File: src/rtl/key_debouncer.sv
// -----------------------------------------------------------------------------
// key_debouncer
//
// Debounces ten raw, active-low board switches/keys that arrive asynchronously
// to i_clk. Each bit is synchronised through two flops and inverted to an
// active-high sample. An independent per-bit counter then requires the sample
// to differ from the accepted level for DEBOUNCE_CYCLES consecutive cycles
// before the new level is accepted. Any single cycle in which the sample
// agrees with the accepted level restarts that bit's count from zero. The
// counter never wraps.
//
// Ports
//   i_clk         in   1   sole clock, rising edge
//   i_reset_n     in   1   asynchronous active-low reset
//   i_switches_n  in  10   raw switches/keys, active-low, asynchronous
//   o_switches    out 10   debounced level, active-high (1 = on/pressed)
//   o_pressed     out 10   one-cycle pulse on a debounced 0->1 change
//   o_released    out 10   one-cycle pulse on a debounced 1->0 change
//
// All outputs come straight from flops. A clean, held pin change shows up on
// o_switches together with its pulse DEBOUNCE_CYCLES+2 edges after it is
// first sampled: two synchroniser edges, DEBOUNCE_CYCLES-1 counting edges and
// the accepting edge.
// -----------------------------------------------------------------------------
module key_debouncer #(
    parameter int unsigned DEBOUNCE_CYCLES = 50000
) (
    input  logic       i_clk,
    input  logic       i_reset_n,
    input  logic [9:0] i_switches_n,
    output logic [9:0] o_switches,
    output logic [9:0] o_pressed,
    output logic [9:0] o_released
);

    localparam int NUM_KEYS = 10;
    localparam int unsigned CNT_W = $clog2(DEBOUNCE_CYCLES);
    // Terminal count: the edge that sees this value (with the sample still
    // differing) is the accepting edge.
    localparam logic [CNT_W-1:0] CNT_MAX  = CNT_W'(DEBOUNCE_CYCLES - 1);
    localparam logic [CNT_W-1:0] CNT_ZERO = {CNT_W{1'b0}};
    localparam logic [CNT_W-1:0] CNT_ONE  = CNT_W'(1);

    // Synchroniser stages; they reset to 1 so that reset looks like "released".
    logic [9:0]       sync1_q;
    logic [9:0]       sync2_q;
    logic [9:0]       sample_s;

    logic [CNT_W-1:0] cnt_q [NUM_KEYS];
    logic [CNT_W-1:0] cnt_d [NUM_KEYS];

    logic [9:0]       switches_q;
    logic [9:0]       switches_d;
    logic [9:0]       pressed_q;
    logic [9:0]       pressed_d;
    logic [9:0]       released_q;
    logic [9:0]       released_d;

    // Two-flop synchroniser for the asynchronous switch inputs.
    always_ff @(posedge i_clk or negedge i_reset_n) begin
        if (!i_reset_n) begin
            sync1_q <= 10'h3FF;
            sync2_q <= 10'h3FF;
        end else begin
            sync1_q <= i_switches_n;
            sync2_q <= sync1_q;
        end
    end

    // Active-high synchronised sample.
    assign sample_s = ~sync2_q;

    // Per-bit debounce counters and accepted-level next state.
    always_comb begin
        switches_d = switches_q;
        for (int i = 0; i < NUM_KEYS; i++) begin
            cnt_d[i] = cnt_q[i];
            if (sample_s[i] == switches_q[i]) begin
                // Agreement, even for one cycle, restarts the count.
                cnt_d[i] = CNT_ZERO;
            end else if (cnt_q[i] == CNT_MAX) begin
                // Stable long enough: accept and restart from zero.
                cnt_d[i]      = CNT_ZERO;
                switches_d[i] = sample_s[i];
            end else begin
                cnt_d[i] = cnt_q[i] + CNT_ONE;
            end
        end
    end

    // Edge pulses are derived from the level about to be registered, so the
    // pulse and the new level appear on the same cycle.
    always_comb begin
        pressed_d  = switches_d & ~switches_q;
        released_d = ~switches_d & switches_q;
    end

    // Counter, level and pulse registers.
    always_ff @(posedge i_clk or negedge i_reset_n) begin
        if (!i_reset_n) begin
            for (int i = 0; i < NUM_KEYS; i++) begin
                cnt_q[i] <= CNT_ZERO;
            end
            switches_q <= 10'h000;
            pressed_q  <= 10'h000;
            released_q <= 10'h000;
        end else begin
            for (int i = 0; i < NUM_KEYS; i++) begin
                cnt_q[i] <= cnt_d[i];
            end
            switches_q <= switches_d;
            pressed_q  <= pressed_d;
            released_q <= released_d;
        end
    end

    assign o_switches = switches_q;
    assign o_pressed  = pressed_q;
    assign o_released = released_q;

endmodule

File: config.mk
export PLATFORM = sky130hd
export DESIGN_NAME = key_debouncer
export DESIGN_NICKNAME = d
export VERILOG_FILES = /design/src/rtl/key_debouncer.sv
export SDC_FILE = /design/constraint.sdc
export NUM_CORES = 1
export LEC_CHECK = 0
export ABC_AREA = 1
export BUFFER_PORTS_ARGS = -buffer_cell sky130_fd_sc_hd__buf_4
export CORE_MARGIN = 8
export CORE_UTILIZATION = 30
export CTS_CLUSTER_DIAMETER = 200
export DETAILED_ROUTE_END_ITERATION = 10
export HOLD_SLACK_MARGIN = 0.02
export PLACE_DENSITY = 0.56
export RECOVER_POWER = 100
export SLEW_MARGIN = 20
export SYNTH_ARGS = -nofsm -noshare
export SYNTH_HDL_FRONTEND = slang
export SYNTH_SLANG_ARGS = --single-unit
export TNS_END_PERCENT = 20
File: constraint.sdc
create_clock -name i_clk -period 2.5 [get_ports i_clk]
set_clock_uncertainty 0.15 [all_clocks]
set_input_delay 0.125 -clock i_clk [delete_from_list [all_inputs] [get_ports i_clk]]
set_output_delay 0.125 -clock i_clk [all_outputs]
set_load 0.01 [all_outputs]
==> results.yml, run 1 <==
synthesis:
  synth.distinct_cells: 25
  synth_top_area_share_pct: 45.79
  synth_seq_area_share_pct: 50.86
  synth_seq_cells: 210
  yosys_warnings: 0
  netlist_instances: 1300
  syn_area_sq_mm: 0.01038
  synth_top_cells_by_area: "dfrtp_1 46%, nor2_1 13%, nand2_1 9.1%, nand3_1 5.6%, dfstp_2 5.1%"
  yosys.area.top_type: "dfrtp_1"
  syn_nets: 1322
  post_synth.cell_area_avg_sq_um: 7.987
routing:
  first_iter_violations: 433
  dr_total_vias: 8175
  via_per_inst: 4.402
  ant_nets: 0
  drt_pre_antenna_iters: 5
  avgRoutedWirePerCell_um: 11.48
  post-route-drc-count: 0
  routed_wl_um: 21320
die:
  core_sq_mm: 0.03429
  fp-row-count: 68
  start_util_pct: 30.28
  die_y_um: 202.0
  die_w_um: 202.0
  ios: 42
  dieArea_sq_mm: 0.04082
final_layout:
  final_core_util_pct: 35.09
  multiInputGateArea_sq_mm: 0.004441
  fill_cells: 3587
  areaGrowthSynthToFinish_pct: 15.88
  diodes: 0
  regArea_sq_mm: 0.005280
  drive_above_1_share_pct: 5.207
  nNetsFinal: 1406
place:
  place_congestion: 0.8423
  post-place-ws_ps: 873.5
  dpl.hpwl_um: 14910
  numPortBuffers: 41
timing:
  worst_pin_slew_ps: 1075
  setup_viol_count_final: 0
  min_period_ps: 1835
  max_freq_mhz: 545.0
  finalSetupTns_ps: 0
  finalHoldViolCount: 0
  grt_setup_unrepaired: "no"
  finalMaxSlewViolations: 0
  relSlewSlack_pct: 28.34
  hold_slack_ps: 123.2
  finalWorstSetupSlack_ps: 665.3
  final.period_utilization_pct: 73.39
cts:
  htree_levels: 1
  cts_tree: "done"
  ctsResizeCount: 0
  root_buffer: "clkbuf_16"
  clock_path_buffers: 3
  clk_pin_slew_ps: 60
  cts_sinks: 210
  cts_buffers: 25
  clock_latency_ps: 510
critical_path:
  worstPathBufferInverterCount: 1
  crit_path_max_fanout: 7
  path_common_cell: "nor2_1"
  startpoint_type: "flip-flop"
  critical_path.slowest_cell: "dfstp_1"
  r2r_slack_ps: 670
  path_class: "flip-flop to flip-flop"
  cp_top_family: "simple AND/OR/NAND/NOR gates"
  required_ps: 2750
  worst_setup_path_end_kind: "flip-flop"
  slowest_delay_ps: 560
  arrival_ps: 2080
  path_cells: "nor2_1 -> nor2_1 -> inv_1 -> nand2_1 -> nor2_1"
run_status:
  status: "completed"
global_routing:
  grt_overflow: 0
  antenna_found_initial: 0
  grt_usage_pct: 10.58
  grt_pass1_wl_um: 37840
  grt_pass1_vias: 8072
  grt_max_degree: 63
job:
  max_cap_violations: 0
pwr:
  power_density_mw_per_mm2: 625.6
  power_leakage_uw: 0.005537
  peakVddDrop_uv: 396.9
hold_path:
  hold_class: "input port to flip-flop"
[synth_stat cells]
library cell and n:
nand2_4 4, a21oi_1 14, nor3b_1 6, nor2_1 356, inv_1 137, o21ai_2 2
nand3_1 117, xnor2_1 20, ha_1 10, nand3b_1 1, nand2_2 16, nand2_1 253
nor3_1 13, nor2_4 1, o21ai_1 5, dfrtp_1 190, o21bai_1 17, o21ai_0 4
dfstp_2 20, nand3_2 6, nor3_2 5, a31oi_1 14, nand4_1 21, nor2_2 17
xor2_1 51
[cell type report]
class / count / area share [%]
clock buffer: 34 / 5.730
clock inverter: 11 / 1.352
inverter: 137 / 4.274
multi-input combinational: 953 / 36.91
sequential: 210 / 43.89
tap: 455 / 4.732
timing repair buffer: 57 / 3.120
[sequential cells by signal (all words and copies together) (netlist names)]
register,flops
cnt_q,160
sync2_q,10
sync1_q,10
o_released,10
o_pressed,10
o_switches,10
[layout by cell type, fill, tap and decap left out, types with 2 or more instances in the layout]
cell type      instances
dfstp_1               11
nor3_1                17
nor3b_1                6
xor2_1                51
a31oi_1               14
dfrtp_1              190
o21ai_0               11
clkbuf_8               3
buf_12                 2
clkbuf_4               9
nand3_1              121
inv_1                137
clkbuf_16             25
nor2_2                 7
dlygate4sd3_1         11
o21bai_1              17
dfstp_2                9
xnor2_1               20
clkbuf_1              38
nand4_1               21
ha_1                  10
clkbuf_2               2
nor2_1               367
a21oi_1               14
nand2_1              272
bufinv_16              4
nand3_2                2
clkinv_2               5
[path summary, 6_finish.rpt]
path,from,end,cells past startpoint
max,sync2_q[7]$_DFF_PN1_,cnt_q[40]$_DFF_PN0_,5
min,i_switches_n[2],sync1_q[2]$_DFF_PN1_,2
max reg2reg,sync2_q[7]$_DFF_PN1_,cnt_q[40]$_DFF_PN0_,5
min reg2reg,sync1_q[2]$_DFF_PN1_,sync2_q[2]$_DFF_PN1_,0
max in group asynchronous,i_reset_n,cnt_q[125]$_DFF_PN0_,3
min in group asynchronous,i_reset_n,sync1_q[7]$_DFF_PN1_,2
[what timing repair did]
item,4_1_cts,5_1_grt
endpoints found under the hold margin,204,0
setup buffers,0,0
hold buffers,12,0
[where the power goes]
group          total (uW)  switching (uW)  leakage, uW  internal (uW)
combinational         246             163      0.00228           83.3
sequential           3510            49.6      0.00283           3460
clock                3770            1420     0.000421           2340
[logic make-up (layout without fill, tap and decap cells)]
group | after synthesis | count (layout) | synth area share (%)
AOI/OAI and AO/OA | 56 | 56 | 3.350
xor gates and xnor gates | 71 | 71 | 5.989
adders and majority gates | 10 | 10 | 1.205
buffers and inverters | 137 | 239 | 4.953
DFF | 210 | 210 | 50.86
and+or+nand+nor | 816 | 816 | 33.65
[metrics by stage]
stage / instance area, sq um / std cells / power [uW]
final: 12030 / 1857 / 7527
after floorplan: 10380 / 1300 / 3695
after detailed placement: 11320 / 1800 / 3830
after global routing: 12030 / 1857 / 7887
after CTS: 12310 / 1857 / 7719
after global placement: 11320 / 1800 / 3825
[metal layers]
metal	up-vias	wire (um)	global-route usage, %	part of all wire, %
li1	4259	-	-	-
met1	3776	10400	14.02	49
met2	108	9630	17.40	45
met3	32	883	2.273	4.1
met4	0	408	2.505	1.9
met5	-	0	0	0
Power figures use the tool's default switching activity.
==> run 2: changes to the inputs <==
Settings changed: PLACE_DENSITY 0.56 to 0.57.
Clock period 2.5 ns to 1.48 ns, I/O delays scaled along.
==> results.yml, run 2 (synthesis results as in run 1) <==
run_status:
  status: "completed"
routing:
  post-route-drc-count: 0
  ant_nets: 0
  via_per_inst: 4.446
  routed_wl_um: 22700
  avgRoutedWirePerCell_um: 11.75
  first_iter_violations: 426
  drt_pre_antenna_iters: 5
  dr_total_vias: 8589
timing:
  finalMaxSlewViolations: 0
  worst_pin_slew_ps: 331.6
  relSlewSlack_pct: 77.89
  finalHoldViolCount: 0
  min_period_ps: 1444
  grt_setup_unrepaired: "yes"
  setup_viol_count_final: 0
  finalWorstSetupSlack_ps: 36.13
  max_freq_mhz: 692.6
  hold_slack_ps: 62.09
  final.period_utilization_pct: 97.56
die:
  die_y_um: 202.0
  fp-row-count: 68
  die_w_um: 202.0
  start_util_pct: 30.28
  dieArea_sq_mm: 0.04082
  core_sq_mm: 0.03429
  ios: 42
final_layout:
  final_common_cell: "nor2_1"
  drive_above_1_share_pct: 16.59
  nNetsFinal: 1480
  diodes: 0
  layout.cells.non_filler: 1932
  areaGrowthSynthToFinish_pct: 25.02
  final_area_sq_mm: 0.01298
  largest_reg_flops: 160
  final_cell_mix: "323 x nor2_1, 251 x nand2_1, 188 x dfrtp_1"
  top_register: "cnt_q"
  fill_cells: 3474
job:
  max_cap_violations: 0
place:
  placed_cells: 1852
  place_congestion: 0.8546
  dpl.hpwl_um: 15740
  numPortBuffers: 41
  place_area_sq_mm: 0.01174
  post-place-ws_ps: -56.42
pwr:
  peakVddDrop_uv: 851.9
  power_density_mw_per_mm2: 997.1
  power_leakage_uw: 0.005940
global_routing:
  grt_pass1_vias: 8545
  gr-usage-met3_pct: 1.937
  grt-busiest-layer: "met2"
  grt_max_degree: 46
  grt_pass1_wl_um: 39640
  met1_usage_pct: 14.83
  grt_use_met2_pct: 18.17
  grt_overflow: 0
  grt_usage_pct: 11.13
  antenna_found_initial: 0
critical_path:
  worstPathBufferInverterCount: 1
  worst_setup_path_end_kind: "flip-flop"
  arrival_ps: 1700
  required_ps: 1740
  r2r_start: "cnt_q[96]$_DFF_PN0_"
  slowest_delay_ps: 350
  cp_top_family: "simple AND/OR/NAND/NOR gates"
  path_cells: "ha_1 -> nand3_2 -> nor2_2 -> nand2_1 -> buf_12 -> nand3_1 -> nor2_1"
  r2r_slack_ps: 40
  timing.rr.end: "cnt_q[109]$_DFF_PN0_"
  critical_path.slowest_cell: "dfrtp_1"
  reg2reg_depth: 7
  crit_path_max_fanout: 7
  startpoint_type: "flip-flop"
  crit_cells: 7
  path_class: "flip-flop to flip-flop"
hold_path:
  whs_path_depth: 2
  hold_class: "input port to flip-flop"
  min-delay-start: "i_switches_n[3]"
  holdPathEnd: "sync1_q[3]$_DFF_PN1_"
cts:
  clk_pin_slew_ps: 60
  clock_latency_ps: 540
  clock_path_buffers: 3
  cts_sinks: 210
  cts_tree: "done"
  htree_levels: 1
  root_buffer: "clkbuf_16"
  cts_buffers: 25
run 2: layer usage:
metal  routed length, um  up-vias
met5                   0        -
met4                 606        0
met3                 824       36
met2               10370      121
met1               10900     4010
li1                    -     4422
run 2: timing repair:
| item | 4_1_cts | 5_1_grt |
|---|---|---|
| cloned | 2 | 3 |
| pin swaps | 6 | 23 |
| gates resized for setup | 9 | 80 |
| setup buffers | 2 | 10 |
| endpoints found under the hold margin | 220 | 0 |
| endpoints found under the setup margin | 34 | 128 |
| hold buffers | 17 | 0 |
run 2: worst max-delay path by stage:
stage / slack [ps] / startpoint / end
after floorplan: 60 / cnt_q[32]$_DFF_PN0_ / cnt_q[38]$_DFF_PN0_
after global placement: -3 / cnt_q[112]$_DFF_PN0_ / cnt_q[118]$_DFF_PN0_
after detailed placement: -60 / cnt_q[65]$_DFF_PN0_ / cnt_q[70]$_DFF_PN0_
after CTS: -0.04 / cnt_q[1]$_DFF_PN0_ / cnt_q[14]$_DFF_PN0_
after global routing: -50 / cnt_q[17]$_DFF_PN0_ / cnt_q[24]$_DFF_PN0_
final: 40 / cnt_q[96]$_DFF_PN0_ / cnt_q[109]$_DFF_PN0_
run 2: final cells by class:
class,instances,area (sq um),area share [%]
Timing Repair Buffer,126,895.9,6.902
Clock buffer,34,709.4,5.466
Tap cell,455,569.3,4.386
Inverter,137,514.2,3.962
Multi-Input combinational cell,958,4842,37.30
Clock inverter,12,166.4,1.282
Sequential cell,210,5283,40.70
run 2: stage by stage:
stage / total power [uW] / setup TNS [ps] / util [%]
6_report: 12940 / 0 / 37.86
5_1_grt: 13500 / -1704 / 37.86
4_1_cts: 13210 / -0.03619 / 37.49
3_5_place_dp: 6575 / -342.0 / 34.23
3_3_place_gp: 6563 / -2.949 / 34.23
2_1_floorplan: 6241 / 0 / -
run 2: power breakdown:
part / switching (uW) / leakage [uW] / internal, uW
registers: 82.1 / 0.00283 / 5860
clock network: 2520 / 0.000414 / 3910
logic: 328 / 0.00269 / 239
